--- src/rtl/traceback_unit.sv ---
// Traceback unit: walks the stored PE source pointers backwards from the
// max-score cell, emitting one alignment op per visited cell (last cell
// first) over a valid/ready handshake, then pulses done with the length
// and the last emitting cell.
module traceback_unit #(
    parameter int ROWS  = 8,
    parameter int COLS  = 8,
    parameter int ROW_W = 4,
    parameter int COL_W = 4,
    parameter int LEN_W = 5
) (
    input  logic             clk,
    input  logic             rst,
    input  logic             start,
    input  logic [ROW_W-1:0] start_row,
    input  logic [COL_W-1:0] start_col,
    output logic             mem_rd_en,
    output logic [ROW_W-1:0] mem_row,
    output logic [COL_W-1:0] mem_col,
    input  logic [1:0]       mem_source,
    input  logic             mem_zero,
    output logic             op_valid,
    input  logic             op_ready,
    output logic [1:0]       op,
    output logic             busy,
    output logic             done,
    output logic [LEN_W-1:0] aln_len,
    output logic [ROW_W-1:0] end_row,
    output logic [COL_W-1:0] end_col
);

    typedef enum logic [2:0] {
        IDLE   = 3'd0,
        READ   = 3'd1,
        WAIT   = 3'd2,
        EMIT   = 3'd3,
        FINISH = 3'd4
    } state_t;

    localparam logic [ROW_W-1:0] ROW_ZERO = {ROW_W{1'b0}};
    localparam logic [COL_W-1:0] COL_ZERO = {COL_W{1'b0}};
    localparam logic [ROW_W-1:0] ROW_ONE  = ROW_W'(1);
    localparam logic [COL_W-1:0] COL_ONE  = COL_W'(1);
    localparam logic [LEN_W-1:0] LEN_ZERO = {LEN_W{1'b0}};
    localparam logic [LEN_W-1:0] LEN_ONE  = LEN_W'(1);
    localparam logic [LEN_W-1:0] LEN_MAX  = LEN_W'(ROWS + COLS);

    // Predecessor cell for a given pointer direction (diag / top / left).
    function automatic logic [ROW_W+COL_W-1:0] step_cell(
        input logic [1:0]       dir,
        input logic [ROW_W-1:0] r,
        input logic [COL_W-1:0] c
    );
        case (dir)
            2'b01:   step_cell = {r - ROW_ONE, c - COL_ONE};
            2'b10:   step_cell = {r - ROW_ONE, c};
            2'b11:   step_cell = {r, c - COL_ONE};
            default: step_cell = {r, c};
        endcase
    endfunction

    state_t           state_r, state_s;
    logic [ROW_W-1:0] row_r, row_s, row_step_s;
    logic [COL_W-1:0] col_r, col_s, col_step_s;
    logic [LEN_W-1:0] len_r, len_s, len_inc_s;
    logic [1:0]       op_r, op_s;
    logic [ROW_W-1:0] end_row_r, end_row_s;
    logic [COL_W-1:0] end_col_r, end_col_s;
    logic [LEN_W-1:0] aln_len_r, aln_len_s;
    logic             mem_rd_en_r, op_valid_r, busy_r, done_r;
    logic [ROW_W-1:0] mem_row_r;
    logic [COL_W-1:0] mem_col_r;

    // Next-state and datapath update for the traceback walk.
    always_comb begin
        state_s    = state_r;
        row_s      = row_r;
        col_s      = col_r;
        len_s      = len_r;
        op_s       = op_r;
        end_row_s  = end_row_r;
        end_col_s  = end_col_r;
        aln_len_s  = aln_len_r;
        {row_step_s, col_step_s} = step_cell(op_r, row_r, col_r);
        // Saturate rather than wrap; the walk cannot exceed ROWS+COLS ops.
        if (len_r < LEN_MAX) begin
            len_inc_s = len_r + LEN_ONE;
        end else begin
            len_inc_s = len_r;
        end

        case (state_r)
            IDLE: begin
                if (start) begin
                    row_s     = start_row;
                    col_s     = start_col;
                    len_s     = LEN_ZERO;
                    aln_len_s = LEN_ZERO;
                    end_row_s = ROW_ZERO;
                    end_col_s = COL_ZERO;
                    if ((start_row == ROW_ZERO) || (start_col == COL_ZERO)) begin
                        state_s = FINISH;
                    end else begin
                        state_s = READ;
                    end
                end else begin
                    state_s = IDLE;
                end
            end
            READ: begin
                state_s = WAIT;
            end
            WAIT: begin
                // Read data arrives one cycle after the strobe.
                if (mem_zero || (mem_source == 2'b00)) begin
                    aln_len_s = len_r;
                    state_s   = FINISH;
                end else begin
                    op_s    = mem_source;
                    state_s = EMIT;
                end
            end
            EMIT: begin
                if (op_ready) begin
                    len_s     = len_inc_s;
                    end_row_s = row_r;
                    end_col_s = col_r;
                    row_s     = row_step_s;
                    col_s     = col_step_s;
                    if ((row_step_s == ROW_ZERO) || (col_step_s == COL_ZERO)) begin
                        aln_len_s = len_inc_s;
                        state_s   = FINISH;
                    end else begin
                        state_s = READ;
                    end
                end else begin
                    state_s = EMIT;
                end
            end
            FINISH: begin
                state_s = IDLE;
            end
            default: begin
                state_s = IDLE;
            end
        endcase
    end

    // State, datapath and registered outputs; outputs follow the next state.
    always_ff @(posedge clk or posedge rst) begin
        if (rst) begin
            state_r     <= IDLE;
            row_r       <= ROW_ZERO;
            col_r       <= COL_ZERO;
            len_r       <= LEN_ZERO;
            op_r        <= 2'b00;
            end_row_r   <= ROW_ZERO;
            end_col_r   <= COL_ZERO;
            aln_len_r   <= LEN_ZERO;
            mem_rd_en_r <= 1'b0;
            mem_row_r   <= ROW_ZERO;
            mem_col_r   <= COL_ZERO;
            op_valid_r  <= 1'b0;
            busy_r      <= 1'b0;
            done_r      <= 1'b0;
        end else begin
            state_r     <= state_s;
            row_r       <= row_s;
            col_r       <= col_s;
            len_r       <= len_s;
            op_r        <= op_s;
            end_row_r   <= end_row_s;
            end_col_r   <= end_col_s;
            aln_len_r   <= aln_len_s;
            mem_rd_en_r <= (state_s == READ);
            mem_row_r   <= (state_s == READ) ? row_s : ROW_ZERO;
            mem_col_r   <= (state_s == READ) ? col_s : COL_ZERO;
            op_valid_r  <= (state_s == EMIT);
            busy_r      <= (state_s != IDLE);
            done_r      <= (state_s == FINISH);
        end
    end

    assign mem_rd_en = mem_rd_en_r;
    assign mem_row   = mem_row_r;
    assign mem_col   = mem_col_r;
    assign op_valid  = op_valid_r;
    assign op        = op_r;
    assign busy      = busy_r;
    assign done      = done_r;
    assign aln_len   = aln_len_r;
    assign end_row   = end_row_r;
    assign end_col   = end_col_r;

endmodule

--- config.mk ---
export PLATFORM = sky130hd
export DESIGN_NAME = traceback_unit
export DESIGN_NICKNAME = d
export VERILOG_FILES = /design/src/rtl/traceback_unit.sv
export SDC_FILE = /design/constraint.sdc
export NUM_CORES = 1
export LEC_CHECK = 0
export ABC_AREA = 1
export BUFFER_PORTS_ARGS = -buffer_cell sky130_fd_sc_hd__buf_2
export CORE_MARGIN = 2
export CORE_UTILIZATION = 55
export DETAILED_ROUTE_END_ITERATION = 10
export PLACE_DENSITY = 0.86
export SLEW_MARGIN = 30
export SYNTH_ARGS = -nofsm -noshare
export SYNTH_HDL_FRONTEND = slang
export SYNTH_SLANG_ARGS = --single-unit
--- constraint.sdc ---
create_clock -name clk -period 2.2 [get_ports clk]
set_clock_uncertainty 0.05 [all_clocks]
set_input_delay 0.44 -clock clk [delete_from_list [all_inputs] [get_ports clk]]
set_output_delay 0.44 -clock clk [all_outputs]
set_load 0.05 [all_outputs]
==> impl_metrics.yaml, run 1 <==
status:
  outcome: "complete, no violations"
cts:
  cts_tree: "done"
  cts.clk_slew.worst_paths_ps: 80
  cts_setup_buffers: 0
  hold_buffers: 0
  cts_resized: 0
  cts_sinks: 43
  clk_latency_ps: 290
  numCtsBuffers: 5
  cts-root-buf: "clkbuf_8"
  cts_max_path_buffers: 2
  cts_htree_levels: 2
logic_synthesis:
  synthArstFlopShare_pct: 100
  muxShareOfSynthArea_pct: 0
  netlist_area_um2: 2280
  synthFlopType: "dfrtp_1"
  yosysWarnings: 0
  yosys.area_share.simple_pct: 26.1
  synth_cell_type_count: 34
  synth_xor_area_share_pct: 0.767
  synth_edf_count: 0
  synth_seq_cells: 43
  syn_inst: 265
  syn_nets: 283
  avgSynthCellArea_um2: 8.62
  synth_top_family_by_area: "simple AND/OR/NAND/NOR gates"
  synth-seq-area-share_pct: 47.1
  synth_adder_area_share_pct: 1.64
  synth_compound_area_share_pct: 14.2
worst_hold_path:
  hold_path_class: "in2async"
route:
  drc_errors: 0
  antenna_left: 0
  drt_iter0_markers: 131
  vias: 1853
  wl_mm: 4.51
  post_drt_wl_per_cell_um: 12.5
  viasPerCell: 5.13
  first_pass_iters: 5
cells_and_area:
  fin_area_um2: 2630
  fillers: 327
  syn_to_final_growth_pct: 15.3
  drive_above_1_share_pct: 30.5
  nets: 328
  regArea_um2: 1080
  diodes: 0
  multi_input_area_um2: 976
grt:
  grt_overflow: 0
  grt_pass1_wl_mm: 7.55
  grt_max_degree: 44
  grt_pass1_vias: 1721
  grt_use_total_pct: 21.8
  antenna_found_initial: 0
timing:
  finalHoldViolCount: 0
  worst_slack_ps: 367
  tns_ps: 0
  fmax_mhz: 546
  slew_headroom_pct: 64.7
  tightest_slew_ps: 529
  min_period_ps: 1830
  post-route-period-util_pct: 83.3
  rsz0062_at_grt: "no"
  setup_viol: 0
  maxSlewViolCount: 0
  whs_ps: 215
critical_path:
  endpoint_kind: "register"
  critPathLaunchType: "register"
  critPathKind: "reg2reg"
  worst-path-max-fanout: 27
  crit_required_ps: 2330
  cp.arrival_ps: 1960
  r2r_start: "state_r[2]$_DFF_PP0_"
  worstSetupStartpoint: "state_r[2]$_DFF_PP0_"
floorplanning:
  start_util_pct: 57.1
  core_um2: 4000
  rows: 23
  die_h_um: 68.5
  ios: 42
  die_w_um: 68.5
  die_area_um2: 4690
power_and_ir_drop:
  vdd_ir_drop_max_uv: 1020
  leakagePower_nw: 1.47
  power_mw: 3.81
  p_per_area_nw_per_um2: 1450
place:
  port_buffers: 41
  dp.final_hpwl_mm: 3.42
  post-place-ws_ps: 374
  gp_congestion: 0.879
  dpl_cell_area_um2: 2530
flow_run:
  drv_cap: 0
==> worst max-delay path, cell delays in order, from the launching register on <==
cell	delay (ps)
dfrtp_1	410
inv_2	100
nand2_4	80
nor2_8	140
inv_4	120
nor2_8	130
inv_2	100
nand2_4	90
inv_2	80
buf_12	170
a21oi_2	180
nor2_1	60
==> where the power goes <==
group          total [mW]  internal, mW  switching (mW)
sequential           1.21          1.03           0.188
clock               0.535         0.286           0.249
combinational        2.06         0.572            1.49
==> cell usage after synthesis, types with 2 or more instances <==
master   count  area [um^2]
nand2_1     62          233
dfrtp_1     43         1080
inv_1       37          139
nor2_1      20         75.1
o21ai_0     14         70.1
nand3_1     13         65.1
inv_2       11         41.3
a21oi_2      7         61.3
o31ai_2      7         87.6
a21oi_1      5         25.0
o21ai_1      5         25.0
nand2_2      4         25.0
nand2_4      4         45.0
o22ai_1      4         25.0
buf_6        3         33.8
ha_1         3         37.5
nor2_4       3         33.8
nand3_2      2         20.0
nand4_1      2         12.5
nor2_8       2         40.0
==> layout by cell type (no fill, tap or decap), types with 5 or more instances in the layout <==
| cell type | Yosys | routed |
|---|---|---|
| buf_2 | 1 | 41 |
| clkbuf_8 | 0 | 7 |
| nand3_1 | 13 | 13 |
| nand2_1 | 62 | 62 |
| o21ai_1 | 5 | 5 |
| o31ai_2 | 7 | 7 |
| inv_2 | 11 | 11 |
| a21oi_2 | 7 | 7 |
| nor2_1 | 20 | 20 |
| o21ai_0 | 14 | 14 |
| a21oi_1 | 5 | 5 |
| inv_1 | 37 | 37 |
| dfrtp_1 | 43 | 43 |
==> worst paths after layout <==
path / end / slack [ps] / cells past startpoint
min in group clk: op_valid$_DFF_PP0_ / 340 / 2
max in group asynchronous: col_r[2]$_DFF_PP0_ / 1510 / 3
max: mem_row[3]$_DFF_PP0_ / 370 / 11
max reg2reg: mem_row[3]$_DFF_PP0_ / 370 / 11
min: aln_len[1]$_DFFE_PP0P_ / 220 / 3
min reg2reg: aln_len[1]$_DFFE_PP0P_ / 420 / 2
==> final cells by class <==
cell class              count  area share (%)
clock buffers               8            3.80
inverters                  49            7.08
multi-input cells         168            37.1
flip-flops and latches     43            40.9
well taps                  50            2.38
repair buffers             43            8.84
==> layer usage <==
layer,wire [um],global-route usage [%],vias to the layer above
met5,0,0,-
met4,42,7.75,0
met3,225,4.11,8
met2,2190,35.9,49
met1,2060,28.5,868
li1,-,-,928
==> flip-flops by register name, summed over array words and instances (netlist names) <==
name / cells
mem_col: 4
mem_rd_en: 1
mem_row: 4
state_r: 3
len_r: 5
op: 2
op_valid: 1
aln_len: 5
end_col: 4
row_r: 4
done: 1
end_row: 4
busy: 1
col_r: 4
==> cell families (layout without fill, tap and decap cells) <==
logic type      after synthesis  in the layout
simple gates                117            117
flops                        43             43
buf+inv                      54            100
fa+ha+maj                     3              3
compound gates               46             46
xor+xnor                      2              2
==> through the flow <==
step	util, %	std cells
6_report	65.8	361
5_1_grt	65.8	361
4_1_cts	65.8	361
3_5_place_dp	63.3	353
3_3_place_gp	63.3	353
2_1_floorplan	-	265
Power figures use the tool's default switching activity.
==> run 2: changes to the inputs <==
Settings changed: CORE_UTILIZATION 55 to 50, PLACE_DENSITY 0.86 to 0.83.
Clock period 2.2 ns to 1.55 ns, I/O delays scaled along.
==> impl_metrics.yaml, run 2 (synthesized netlist as in run 1, its figures left out) <==
status:
  outcome: "complete, but fails checks"
  violations: "negative setup slack"
floorplanning:
  die_area_um2: 5130
  ios: 42
  rows: 24
  start_util_pct: 52.1
  die_w_um: 71.6
  core_um2: 4380
  die_h_um: 71.6
cells_and_area:
  fillers: 264
  layout_commonest_cell: "nand2_1"
  diodes: 0
  syn_to_final_growth_pct: 48.5
  final_cell_count_no_fill: 406
  drive_above_1_share_pct: 50.8
  final_cell_mix: "nand2_1 (45), dfrtp_1 (41), buf_2 (40), inv_1 (34), buf_4 (31)"
  final_util_pct: 77.4
  nets: 371
  fin_area_um2: 3390
route:
  post_drt_wl_per_cell_um: 15.8
  antenna_left: 0
  drt_iter0_markers: 274
  viasPerCell: 5.40
  drc_errors: 0
  wl_mm: 6.43
  vias: 2191
  first_pass_iters: 4
critical_path:
  critPathLaunchType: "register"
  critPathKind: "reg2reg"
  endpoint_kind: "register"
  cp.arrival_ps: 1910
  worst-path-max-fanout: 7
  r2r_slack_ps: -190
  crit_required_ps: 1720
timing:
  worst_slack_ps: -186
  post-route-period-util_pct: 112
  min_period_ps: 1740
  whs_ps: 5.00
  tightest_slew_ps: 330
  slew_headroom_pct: 78.0
  rsz0062_at_grt: "yes"
  maxSlewViolCount: 0
  tns_ps: -4410
  fmax_mhz: 576
  finalHoldViolCount: 0
  setup_viol: 37
cts:
  cts_tree: "done"
  cts_max_path_buffers: 2
  clk_latency_ps: 300
  numCtsBuffers: 5
  cts_htree_levels: 2
  cts-root-buf: "clkbuf_8"
  cts_sinks: 43
  cts.clk_slew.worst_paths_ps: 80
grt:
  grt_pass1_wl_mm: 8.85
  grt_max_degree: 44
  grt_use_total_pct: 22.2
  grt_pass1_vias: 1964
  antenna_found_initial: 0
  grt_overflow: 0
power_and_ir_drop:
  leakagePower_nw: 1.78
  power_mw: 7.67
  vdd_ir_drop_max_uv: 1470
  p_per_area_nw_per_um2: 2260
worst_hold_path:
  hold_path_class: "in2async"
place:
  dpl_cell_area_um2: 2770
  port_buffers: 41
  gp_congestion: 0.900
  dp.final_hpwl_mm: 3.76
  place_inst: 382
  post-place-ws_ps: -157
flow_run:
  drv_cap: 0
-- run 2: cell types whose count changed in the layout (fill, tap and decap cells not counted), sizes merged --
cell,before,now
bufinv,0,1
nand2,70,71
inv,49,48
clkinv,0,2
buf,43,83
-- run 2: final cells by class --
class                      instances  area, um^2  share of cell area [%]
tap                               52        65.1                    1.92
inverter                          49         199                    5.86
timing repair buffer              85         657                    19.4
clock inverter                     2        35.0                    1.03
clock buffer                       6        82.6                    2.43
multi-input combinational        169        1280                    37.6
sequential                        43        1080                    31.8
-- run 2: worst paths after layout --
path,startpoint,endpoint,depth (start not counted)
min reg2reg,aln_len[2]$_DFFE_PP0P_,aln_len[2]$_DFFE_PP0P_,2
min in group clk,mem_source[0],op[0]$_DFFE_PP0P_,3
max reg2reg,row_r[1]$_DFF_PP0_,mem_row[3]$_DFF_PP0_,10
max in group asynchronous,rst,op[0]$_DFFE_PP0P_,3
min,rst,len_r[3]$_DFFE_PP0P_,3
max,row_r[1]$_DFF_PP0_,mem_row[3]$_DFF_PP0_,10
-- run 2: power by group --
part	internal (mW)	leakage, nW	switching, mW	total, mW
sequential	1.46	0.572	0.278	1.74
combinational	1.96	1.15	3.06	5.03
clock	0.521	0.0612	0.386	0.907
-- run 2: repair_timing --
| action | in CTS | in global routing |
|---|---|---|
| hold buffers | 0 | 0 |
| pin swaps | 4 | 9 |
| setup buffers | 4 | 11 |
| cloned | 0 | 3 |
| resized for setup | 18 | 66 |
| setup endpoints to repair | 29 | 37 |
-- run 2: worst max-delay path: stages (launching register included) --
cell	delay (ps)
dfrtp_1	410
inv_2	110
ha_4	210
nand3b_1	180
nand2_2	110
nor2_2	50
nand3_4	90
nand3_4	150
nand2_8	140
nand2_8	70
nor2_2	100
-- run 2: routing by layer --
layer / wire [um] / vias to the layer above / GRT usage [%]
li1: - / 1030 / -
met1: 2570 / 1035 / 29.7
met2: 3270 / 107 / 36.1
met3: 429 / 19 / 4.78
met4: 161 / 0 / 7.13
met5: 0 / - / 0
==> run 3: changes to the inputs <==
Settings changed: GPL_TIMING_DRIVEN set to 0.
==> impl_metrics.yaml, run 3 (synthesized netlist as in run 1, its figures left out) <==
worst_hold_path:
  hold_path_class: "in2reg"
cts:
  cts.clk_slew.worst_paths_ps: 80
  numCtsBuffers: 5
  clk_latency_ps: 300
  cts_tree: "done"
  cts_max_path_buffers: 2
  cts_htree_levels: 2
  cts-root-buf: "clkbuf_8"
  cts_sinks: 43
cells_and_area:
  final_cell_mix: "dfrtp_1 (41), buf_2 (41), nand2_1 (38), inv_1 (29), nand2_2 (26)"
  nets: 363
  drive_above_1_share_pct: 55.5
  diodes: 0
  regArea_um2: 1080
  multi_input_area_um2: 1350
  fillers: 235
  syn_to_final_growth_pct: 51.1
timing:
  finalHoldViolCount: 0
  min_period_ps: 1850
  tightest_slew_ps: 468
  rsz0062_at_grt: "yes"
  maxSlewViolCount: 0
  tns_ps: -5490
  worst_slack_ps: -300
  fmax_mhz: 541
  slew_headroom_pct: 68.8
  post-route-period-util_pct: 119
  setup_viol: 37
grt:
  grt_pass1_vias: 2121
  grt_pass1_wl_mm: 9.76
  grt_max_degree: 26
  grt_overflow: 0
  grt_use_total_pct: 24.6
  antenna_found_initial: 0
floorplanning:
  die_area_um2: 5130
  die_h_um: 71.6
  core_um2: 4380
  die_w_um: 71.6
  ios: 42
  rows: 24
  start_util_pct: 52.1
place:
  gp_congestion: 0.944
  post-place-ws_ps: -271
  dp.final_hpwl_mm: 3.44
  port_buffers: 41
critical_path:
  worst-path-max-fanout: 5
  endpoint_kind: "register"
  r2r-end: "mem_col[2]$_DFF_PP0_"
  crit_required_ps: 1700
  worstSetupStartpoint: "op[0]$_DFFE_PP0P_"
  reg2reg_depth: 11
  crit_path_end: "mem_col[2]$_DFF_PP0_"
  cp.arrival_ps: 2000
  critPathKind: "reg2reg"
  r2r_start: "op[0]$_DFFE_PP0P_"
  critPathLaunchType: "register"
  r2r_slack_ps: -300
power_and_ir_drop:
  leakagePower_nw: 1.74
  vdd_ir_drop_max_uv: 1560
  p_per_area_nw_per_um2: 2360
route:
  antenna_left: 0
  drt_iter0_markers: 242
  wl_mm: 7.47
  drc_errors: 0
  viasPerCell: 5.70
  vias: 2269
  post_drt_wl_per_cell_um: 18.8
  first_pass_iters: 6
status:
  outcome: "complete, but fails checks"
  violations: "negative setup slack"
flow_run:
  drv_cap: 0
-- run 3: changes by cell type in the layout (fill, tap and decap cells not counted), sizes merged --
cell         delta
clkinv          -2
dlygate4sd3     +1
clkbuf          -1
buf             -9
inv             +1
bufinv          +1
clkinvlp        +1
-- run 3: area by class of cell --
type,count,area share [%]
clock inverters,3,1.96
well taps,52,1.88
repair buffers,72,15.7
plain buffers,5,2.10
flip-flops and latches,43,31.2
inverters,49,5.98
multi-input cells,169,39.1
clock buffers,5,1.99
-- run 3: how the worst min path moves through the flow --
stage	startpoint	slack, ps	to	depth (start not counted)
4_1_cts	op_ready	210	op_valid$_DFF_PP0_	2
3_5_place_dp	rst	290	aln_len[4]$_DFFE_PP0P_	2
6_report	op_ready	210	op_valid$_DFF_PP0_	2
2_1_floorplan	op_ready	370	op_valid$_DFF_PP0_	1
5_1_grt	op_ready	230	op_valid$_DFF_PP0_	2
3_3_place_gp	end_col[2]$_DFFE_PP0P_	400	end_col[2]$_DFFE_PP0P_	2
-- run 3: metrics by stage --
stage / util [%] / hold slack (ps) / instances / power (mW) / instance area (um^2)
6_report: 78.7 / 207 / 398 / 8.14 / 3450
3_3_place_gp: 58.4 / 401 / 358 / 4.63 / 2560
5_1_grt: 78.7 / 227 / 398 / 8.47 / 3450
4_1_cts: 71.0 / 207 / 387 / 6.79 / 3110
3_5_place_dp: 59.0 / 288 / 359 / 4.70 / 2590
2_1_floorplan: - / 368 / 265 / 4.11 / 2290
-- run 3: repair_timing --
item,CTS,global route
cloned,3,2
hold buffers,1,0
resized for setup,49,59
pin swaps,17,21
buffers inserted,16,9
setup endpoints to repair,37,39
endpoints found under the hold margin,18,0
-- run 3: power breakdown --
part,internal [mW],leakage [nW],switching [mW]
combinational,1.99,1.10,3.38
sequential,1.46,0.572,0.282
clock,0.642,0.0644,0.391
-- run 3: worst max-delay path, stage by stage (launching register included) --
cell and delay [ps]:
dfrtp_2 400, buf_8 150, nand2_8 60, buf_4 150, nand3_1 90, nand2_2 100, nor2_4 150, nand3_4 120
nand3_4 180, nand2_8 120, nand2_8 130, nor2_4 50
-- run 3: per-layer routing --
| metal | wire length [um] | track usage [%] |
|---|---|---|
| met1 | 2820 | 30.3 |
| met2 | 3750 | 41.5 |
| met3 | 494 | 4.36 |
| met4 | 405 | 12.8 |
| met5 | 0 | 0 |
